==> src/rtl/spi_shift_engine_if.sv <==
// ---------------------------------------------------------------------------
// spi_shift_engine_if
//
// Bundles the control, strobe, serial and status signals of spi_shift_engine.
// clk and rst are not part of the bundle; they stay plain module ports.
//
//   start       frame request (one cycle)
//   tx_data     transmit word, right-aligned
//   len         frame length: 00=8, 01=16, 10=24, 11=32 bits
//   cpha        SPI clock phase for the frame
//   abort       synchronous frame cancel
//   edge_lead   SCLK leading-edge strobe from the clock generator
//   edge_trail  SCLK trailing-edge strobe from the clock generator
//   in          serial data from the follower (MISO)
//   out         serial data to the follower (MOSI)
//   cs          chip select, active-low
//   sclk_run    enable to the clock generator
//   busy        frame in progress
//   done        one-cycle frame-complete pulse
//   rx_data     received word, right-aligned
//
// Modports: master drives requests/strobes/MISO, slave is the shift engine.
// ---------------------------------------------------------------------------
interface spi_shift_engine_if;
    logic        start;
    logic [31:0] tx_data;
    logic [1:0]  len;
    logic        cpha;
    logic        abort;
    logic        edge_lead;
    logic        edge_trail;
    logic        in;
    logic        out;
    logic        cs;
    logic        sclk_run;
    logic        busy;
    logic        done;
    logic [31:0] rx_data;

    modport master (
        output start, tx_data, len, cpha, abort, edge_lead, edge_trail, in,
        input  out, cs, sclk_run, busy, done, rx_data
    );

    modport slave (
        input  start, tx_data, len, cpha, abort, edge_lead, edge_trail, in,
        output out, cs, sclk_run, busy, done, rx_data
    );
endinterface

==> src/rtl/spi_shift_engine.sv <==
// ---------------------------------------------------------------------------
// spi_shift_engine
//
// SPI controller shift engine. Sequences one frame of 8/16/24/32 bits,
// MSB first, against edge strobes supplied by an external SCLK generator.
//
// Ports:
//   clk   system clock, rising edge
//   rst   asynchronous reset, active-low
//   bus   spi_shift_engine_if.slave (see interface file for signal list)
//
// Frame sequence: IDLE -> SETUP (1 cycle) -> SHIFT (until the trailing
// edge that completes the last period) -> HOLD (1 cycle) -> FINISH (1 cycle,
// done pulse) -> IDLE. abort in SETUP/SHIFT/HOLD returns to IDLE directly.
// ---------------------------------------------------------------------------
module spi_shift_engine #(
    parameter int unsigned MAX_BITS = 32  // fixed at 32 in this revision
) (
    input  logic                clk,
    input  logic                rst,
    spi_shift_engine_if.slave   bus
);

    typedef enum logic [2:0] {
        StIdle,
        StSetup,
        StShift,
        StHold,
        StFinish
    } state_e;

    state_e                state_q, state_d;
    logic [MAX_BITS-1:0]   tx_sh_q, tx_sh_d;     // transmit bits, MSB-aligned
    logic [MAX_BITS-1:0]   rx_sh_q, rx_sh_d;     // receive shift register
    logic [MAX_BITS-1:0]   rx_data_q, rx_data_d;
    logic [5:0]            nbits_q, nbits_d;
    logic [5:0]            period_q, period_d;
    logic                  cpha_q, cpha_d;
    logic                  out_q, out_d;

    logic [5:0]            start_nbits;
    logic [MAX_BITS-1:0]   start_aligned;
    logic [MAX_BITS-1:0]   rx_mask;
    logic [5:0]            period_inc;
    logic                  last_period;

    // nbits = 8 * (len + 1); max 32 fits in 6 bits.
    assign start_nbits   = {1'b0, bus.len, 3'b000} + 6'd8;
    // Left-align the selected length so the next bit to send is always bit MSB.
    assign start_aligned = bus.tx_data << (6'(MAX_BITS) - start_nbits);
    assign rx_mask       = {MAX_BITS{1'b1}} >> (6'(MAX_BITS) - nbits_q);
    assign period_inc    = period_q + 6'd1;
    assign last_period   = (period_inc == nbits_q);

    // -----------------------------------------------------------------------
    // Next-state logic
    // -----------------------------------------------------------------------
    always_comb begin
        state_d   = state_q;
        tx_sh_d   = tx_sh_q;
        rx_sh_d   = rx_sh_q;
        rx_data_d = rx_data_q;
        nbits_d   = nbits_q;
        period_d  = period_q;
        cpha_d    = cpha_q;
        out_d     = out_q;

        unique case (state_q)
            StIdle: begin
                out_d = 1'b0;
                if (bus.start) begin
                    state_d  = StSetup;
                    nbits_d  = start_nbits;
                    cpha_d   = bus.cpha;
                    period_d = 6'd0;
                    rx_sh_d  = '0;
                    if (bus.cpha) begin
                        // First bit goes out on the first leading edge.
                        tx_sh_d = start_aligned;
                    end else begin
                        // First bit must be stable before the first leading edge.
                        out_d   = start_aligned[MAX_BITS-1];
                        tx_sh_d = start_aligned << 1;
                    end
                end
            end

            StSetup: begin
                if (bus.abort) begin
                    state_d = StIdle;
                    out_d   = 1'b0;
                end else begin
                    state_d = StShift;
                end
            end

            StShift: begin
                if (bus.abort) begin
                    state_d = StIdle;
                    out_d   = 1'b0;
                end else if (bus.edge_lead) begin
                    // Leading edge wins over a coincident trailing edge.
                    if (cpha_q) begin
                        out_d   = tx_sh_q[MAX_BITS-1];
                        tx_sh_d = tx_sh_q << 1;
                    end else begin
                        rx_sh_d = {rx_sh_q[MAX_BITS-2:0], bus.in};
                    end
                end else if (bus.edge_trail) begin
                    period_d = period_inc;
                    if (cpha_q) begin
                        rx_sh_d = {rx_sh_q[MAX_BITS-2:0], bus.in};
                    end else if (!last_period) begin
                        // No bit left after the final period; out keeps bit 0.
                        out_d   = tx_sh_q[MAX_BITS-1];
                        tx_sh_d = tx_sh_q << 1;
                    end
                    if (last_period) begin
                        state_d = StHold;
                    end
                end
            end

            StHold: begin
                if (bus.abort) begin
                    state_d = StIdle;
                    out_d   = 1'b0;
                end else begin
                    state_d   = StFinish;
                    // Loaded on entry so rx_data is valid alongside done.
                    rx_data_d = rx_sh_q & rx_mask;
                end
            end

            StFinish: begin
                state_d = StIdle;
                out_d   = 1'b0;
            end

            default: begin
                state_d = StIdle;
                out_d   = 1'b0;
            end
        endcase
    end

    // -----------------------------------------------------------------------
    // State registers
    // -----------------------------------------------------------------------
    always_ff @(posedge clk or negedge rst) begin
        if (!rst) begin
            state_q   <= StIdle;
            tx_sh_q   <= '0;
            rx_sh_q   <= '0;
            rx_data_q <= '0;
            nbits_q   <= '0;
            period_q  <= '0;
            cpha_q    <= 1'b0;
            out_q     <= 1'b0;
        end else begin
            state_q   <= state_d;
            tx_sh_q   <= tx_sh_d;
            rx_sh_q   <= rx_sh_d;
            rx_data_q <= rx_data_d;
            nbits_q   <= nbits_d;
            period_q  <= period_d;
            cpha_q    <= cpha_d;
            out_q     <= out_d;
        end
    end

    // -----------------------------------------------------------------------
    // Outputs (decoded from state so reset acts on them immediately)
    // -----------------------------------------------------------------------
    logic in_frame;
    assign in_frame = (state_q == StSetup) || (state_q == StShift) || (state_q == StHold);

    assign bus.cs       = ~in_frame;
    assign bus.busy     = in_frame;
    assign bus.sclk_run = (state_q == StShift);
    assign bus.done     = (state_q == StFinish);
    assign bus.out      = out_q;
    assign bus.rx_data  = rx_data_q;

endmodule

==> src/flat_wrapper.sv <==
// flat-port wrapper written by rule: the top's interface ports become plain ports
module spi_shift_engine_flat 
#(
    parameter int unsigned MAX_BITS = 32                                 
)
  (clk, rst, bus_start, bus_tx_data, bus_len, bus_cpha, bus_abort, bus_edge_lead, bus_edge_trail, bus_in, bus_out, bus_cs, bus_sclk_run, bus_busy, bus_done, bus_rx_data);
  spi_shift_engine_if bus_i ();
  input  logic clk;
  input  logic rst;
  input wire logic [$bits(bus_i.start)-1:0] bus_start;
  input wire logic [$bits(bus_i.tx_data)-1:0] bus_tx_data;
  input wire logic [$bits(bus_i.len)-1:0] bus_len;
  input wire logic [$bits(bus_i.cpha)-1:0] bus_cpha;
  input wire logic [$bits(bus_i.abort)-1:0] bus_abort;
  input wire logic [$bits(bus_i.edge_lead)-1:0] bus_edge_lead;
  input wire logic [$bits(bus_i.edge_trail)-1:0] bus_edge_trail;
  input wire logic [$bits(bus_i.in)-1:0] bus_in;
  output wire logic [$bits(bus_i.out)-1:0] bus_out;
  output wire logic [$bits(bus_i.cs)-1:0] bus_cs;
  output wire logic [$bits(bus_i.sclk_run)-1:0] bus_sclk_run;
  output wire logic [$bits(bus_i.busy)-1:0] bus_busy;
  output wire logic [$bits(bus_i.done)-1:0] bus_done;
  output wire logic [$bits(bus_i.rx_data)-1:0] bus_rx_data;
  assign bus_i.start = bus_start;
  assign bus_i.tx_data = bus_tx_data;
  assign bus_i.len = bus_len;
  assign bus_i.cpha = bus_cpha;
  assign bus_i.abort = bus_abort;
  assign bus_i.edge_lead = bus_edge_lead;
  assign bus_i.edge_trail = bus_edge_trail;
  assign bus_i.in = bus_in;
  assign bus_out = bus_i.out;
  assign bus_cs = bus_i.cs;
  assign bus_sclk_run = bus_i.sclk_run;
  assign bus_busy = bus_i.busy;
  assign bus_done = bus_i.done;
  assign bus_rx_data = bus_i.rx_data;
  spi_shift_engine #(.MAX_BITS(MAX_BITS)) u_core (.clk(clk), .rst(rst), .bus(bus_i));
endmodule
==> config.mk <==
export PLATFORM = sky130hd
export DESIGN_NAME = spi_shift_engine_flat
export DESIGN_NICKNAME = d
export VERILOG_FILES = /design/src/rtl/spi_shift_engine_if.sv /design/src/rtl/spi_shift_engine.sv /design/src/flat_wrapper.sv
export SDC_FILE = /design/constraint.sdc
export NUM_CORES = 1
export LEC_CHECK = 0
export ABC_AREA = 1
export CORE_MARGIN = 4
export CORE_UTILIZATION = 59
export CTS_BUF_LIST = sky130_fd_sc_hd__clkbuf_4 sky130_fd_sc_hd__clkbuf_8
export DETAILED_ROUTE_END_ITERATION = 7
export PLACE_DENSITY = 0.93
export SLEW_MARGIN = 20
export SYNTH_ARGS = -nofsm -noshare
export SYNTH_HDL_FRONTEND = slang
export SYNTH_SLANG_ARGS = --single-unit
==> constraint.sdc <==
create_clock -name clk -period 3.1 [get_ports clk]
set_clock_uncertainty 0.05 [all_clocks]
set_input_delay 0.62 -clock clk [delete_from_list [all_inputs] [get_ports clk]]
set_output_delay 0.62 -clock clk [all_outputs]
set_load 0.01 [all_outputs]
==> results.sh <==
export IMPL_outcome="completed"
export IMPL_cts_htree_levels=3
export IMPL_fmax_mhz=381
export IMPL_die_h_um=107
export IMPL_place_gp_congestion=0.949
export IMPL_first_pass_grt_wire_length_um=23900
export IMPL_worstSkewPairLatency_ps=380
export IMPL_setup_worst_path_start_class="input port"
export IMPL_cts_tree="done"
export IMPL_grt_start_max_net_pins=82
export IMPL_post_cts_repair_setup_buffers=0
export IMPL_final_max_slew_violation_count=0
export IMPL_post_synth_inst_count=755
export IMPL_cts_made_buffers=9
export IMPL_worstHoldPathType="in -> async"
export IMPL_core_area_um2=9420
export IMPL_rr_worst_depth=10
export IMPL_post_route_cells_drive_above_1_share_pct=5.45
export IMPL_groute_usage_overall_pct=25.7
export IMPL_synth_adder_area_share_pct=1.51
export IMPL_cts_root_buffer="sky130_fd_sc_hd__clkbuf_8"
export IMPL_setup_viol=0
export IMPL_io_buffer_count=78
export IMPL_cellPowerDensity_nw_per_um2=688
export IMPL_synth_xor_area_share_pct=0.453
export IMPL_cp_max_fo=39
export IMPL_path_class="in -> reg"
export IMPL_maximum_vdd_drop_mv=0.427
export IMPL_synth_yosys_warnings=0
export IMPL_post_synth_top_area_cell="sky130_fd_sc_hd__dfrtp_1"
export IMPL_first_iter_violations=423
export IMPL_cp_arrival_ps=2870
export IMPL_post_synth_and_or_nand_nor_area_fraction_pct=21.0
export IMPL_dpl_cell_area_um2=6700
export IMPL_cts_root_to_sink_buffers=2
export IMPL_final_common_cell="sky130_fd_sc_hd__nand2_1"
export IMPL_grt_setup_unrepaired="no"
export IMPL_seq_cells_post_synth=110
export IMPL_layout_worst_path_cycle_share_pct=84.8
export IMPL_number_of_filler_instances_in_the_final_layout=715
export IMPL_final_min_clock_period_ps=2630
export IMPL_antennaDiodeCount=0
export IMPL_synth_cell_types=30
export IMPL_most_common_layout_cells="159 x sky130_fd_sc_hd__nand2_1, 138 x sky130_fd_sc_hd__o21ai_0, 110 x sky130_fd_sc_hd__dfrtp_1"
export IMPL_power_leakage_nw=3.10
export IMPL_post_cts_resized=0
export IMPL_timing_worst_slew_pin_value_ps=543
export IMPL_yosysSeqAreaShare_pct=47.5
export IMPL_num_vias=5384
export IMPL_yosys_top_cells_area="sky130_fd_sc_hd__dfrtp_1 47%, sky130_fd_sc_hd__o21ai_0 12%, sky130_fd_sc_hd__nand2_1 10%"
export IMPL_main_combinational_cell_family_by_area_after_synthesis="simple AND/OR/NAND/NOR gates"
export IMPL_synth_net_count=804
export IMPL_setup_tns_ps=0
export IMPL_initial_core_util_pct=61.6
export IMPL_cts_sink_count=110
export IMPL_synth_compound_area_share_pct=19.4
export IMPL_areaGrowthSynthToFinish_pct=19.1
export IMPL_worst_endpoint_required_ps=3340
export IMPL_antenna_violating_nets_post_route=0
export IMPL_drtPass1Iterations=5
export IMPL_route_detailed_vias_per_inst=5.64
export IMPL_layout_setup_ws_ps=472
export IMPL_grt_pass1_vias=5008
export IMPL_num_io_pins=79
export IMPL_hold_ws_ps=111
export IMPL_post_synth_instance_area_um2=5800
export IMPL_clk_pin_slew_ps=110
export IMPL_antenna_violations_before_repair=0
export IMPL_routedWlPerCell_um=14.8
export IMPL_postLayoutCellArea_um2=6900
export IMPL_hpwl_um=10300
export IMPL_nNetsFinal=870
export IMPL_route_detailed_drc=0
export IMPL_drt_wl_total_um=14200
export IMPL_die_width_um=107
export IMPL_final_hold_violation_count=0
export IMPL_die_area_um2=11500
export IMPL_portion_of_synthesized_cell_area_occupied_by_the_leading_cell_type_pct=47.5
export IMPL_syn_mean_instance_area_um2=7.68
export IMPL_fin_total_pwr_w=0.00475
export IMPL_yosys_mux_area_fraction_pct=0
export IMPL_fp_row_count=35
export IMPL_max_slew_margin_rel_pct=63.8
export IMPL_setup_worst_path_end_class="register"
export IMPL_overflow=0
export IMPL_number_of_hold_buffers_added_after_cts=0
export IMPL_setup_slack_placement_ps=149
export IMPL_cap_viol_max_count=0
-- area by class of cell --
type | instances | area (um^2) | area share (%)
inverter | 104 | 390 | 5.66
multi-input combinational | 500 | 2450 | 35.6
tap | 129 | 161 | 2.34
clock buffer | 9 | 124 | 1.79
timing repair buffer | 96 | 938 | 13.6
clock inverter | 7 | 81.3 | 1.18
sequential | 110 | 2750 | 39.9
-- cell usage after synthesis --
cell type / count
sky130_fd_sc_hd__a211oi_1: 2
sky130_fd_sc_hd__a211oi_4: 1
sky130_fd_sc_hd__a21oi_1: 21
sky130_fd_sc_hd__a22o_1: 2
sky130_fd_sc_hd__buf_1: 1
sky130_fd_sc_hd__buf_2: 10
sky130_fd_sc_hd__buf_4: 1
sky130_fd_sc_hd__buf_6: 4
sky130_fd_sc_hd__clkbuf_1: 25
sky130_fd_sc_hd__clkinv_1: 3
sky130_fd_sc_hd__dfrtp_1: 110
sky130_fd_sc_hd__ha_1: 7
sky130_fd_sc_hd__inv_1: 99
sky130_fd_sc_hd__inv_2: 2
sky130_fd_sc_hd__nand2_1: 159
sky130_fd_sc_hd__nand2_2: 3
sky130_fd_sc_hd__nand3_1: 62
sky130_fd_sc_hd__nand4_1: 10
sky130_fd_sc_hd__nor2_1: 43
sky130_fd_sc_hd__nor2_2: 2
sky130_fd_sc_hd__nor2_4: 1
sky130_fd_sc_hd__nor3_1: 7
sky130_fd_sc_hd__o211ai_1: 4
sky130_fd_sc_hd__o21ai_0: 138
sky130_fd_sc_hd__o21ai_1: 11
sky130_fd_sc_hd__o221ai_1: 19
sky130_fd_sc_hd__o22ai_1: 4
sky130_fd_sc_hd__or2_2: 1
sky130_fd_sc_hd__xnor2_1: 1
sky130_fd_sc_hd__xor2_1: 2
-- worst max-delay path: stages --
cell                              delay [ps]
sky130_fd_sc_hd__clkdlybuf4s50_1         520
sky130_fd_sc_hd__buf_4                   330
sky130_fd_sc_hd__clkinv_1                230
sky130_fd_sc_hd__buf_4                   210
sky130_fd_sc_hd__nand2_1                  50
sky130_fd_sc_hd__o21ai_0                 120
sky130_fd_sc_hd__a211oi_1                420
sky130_fd_sc_hd__nand2_1                 110
sky130_fd_sc_hd__nand3_1                 100
sky130_fd_sc_hd__nand2_1                  50
sky130_fd_sc_hd__o21ai_0                  90
-- through the flow --
step | util (%) | std cells
after floorplan | - | 755
after global placement | 71.1 | 939
after detailed placement | 71.1 | 939
after CTS | 73.3 | 955
after global routing | 73.3 | 955
final | 73.3 | 955
-- worst paths after layout --
check                                        start                  to  slack, ps
worst max-delay path                    bus_len[0]  u_core.tx_sh_q[31]        470
worst min-delay path                           rst   u_core.tx_sh_q[0]        110
worst max register to register   u_core.state_q[1]   u_core.tx_sh_q[7]        540
worst min register to register  u_core.rx_sh_q[15]  u_core.rx_sh_q[16]        470
max in group asynchronous                      rst  u_core.tx_sh_q[26]       2150
min in group clk                u_core.rx_sh_q[15]  u_core.rx_sh_q[16]        470
-- registers in the layout, indices dropped and copies added, names as in the netlist --
register / flops
u_core.bus.rx_data: 32
u_core.rx_sh_q: 32
u_core.tx_sh_q: 32
u_core.period_q: 6
u_core.nbits_q: 3
u_core.state_q: 3
u_core.bus.out: 1
u_core.cpha_q: 1
-- cell families after synthesis --
group | after synthesis
flip-flops | 110
AO/OA/AOI/OAI | 202
buffers and inverters | 145
AND/OR/NAND/NOR | 288
XOR/XNOR | 3
adder cells (fa/ha/maj) | 7
-- metal layers --
layer	GRT usage (%)	up-vias	share of wire (%)
met4	7.21	0	1.5
met3	4.21	19	7.5
met2	40.8	234	46
met1	36.5	2519	45
met5	0	-	0
li1	-	2612	-
-- report_power, final --
group	internal [W]	leakage [nW]	total, W	switching, W
Clock	0.000325	0.104	0.000874	0.000549
Sequential	0.00176	1.48	0.00193	0.000174
Combinational	0.000685	1.51	0.00195	0.00126
Total	0.00277	3.10	0.00475	0.00198
Power figures use the tool's default switching activity.
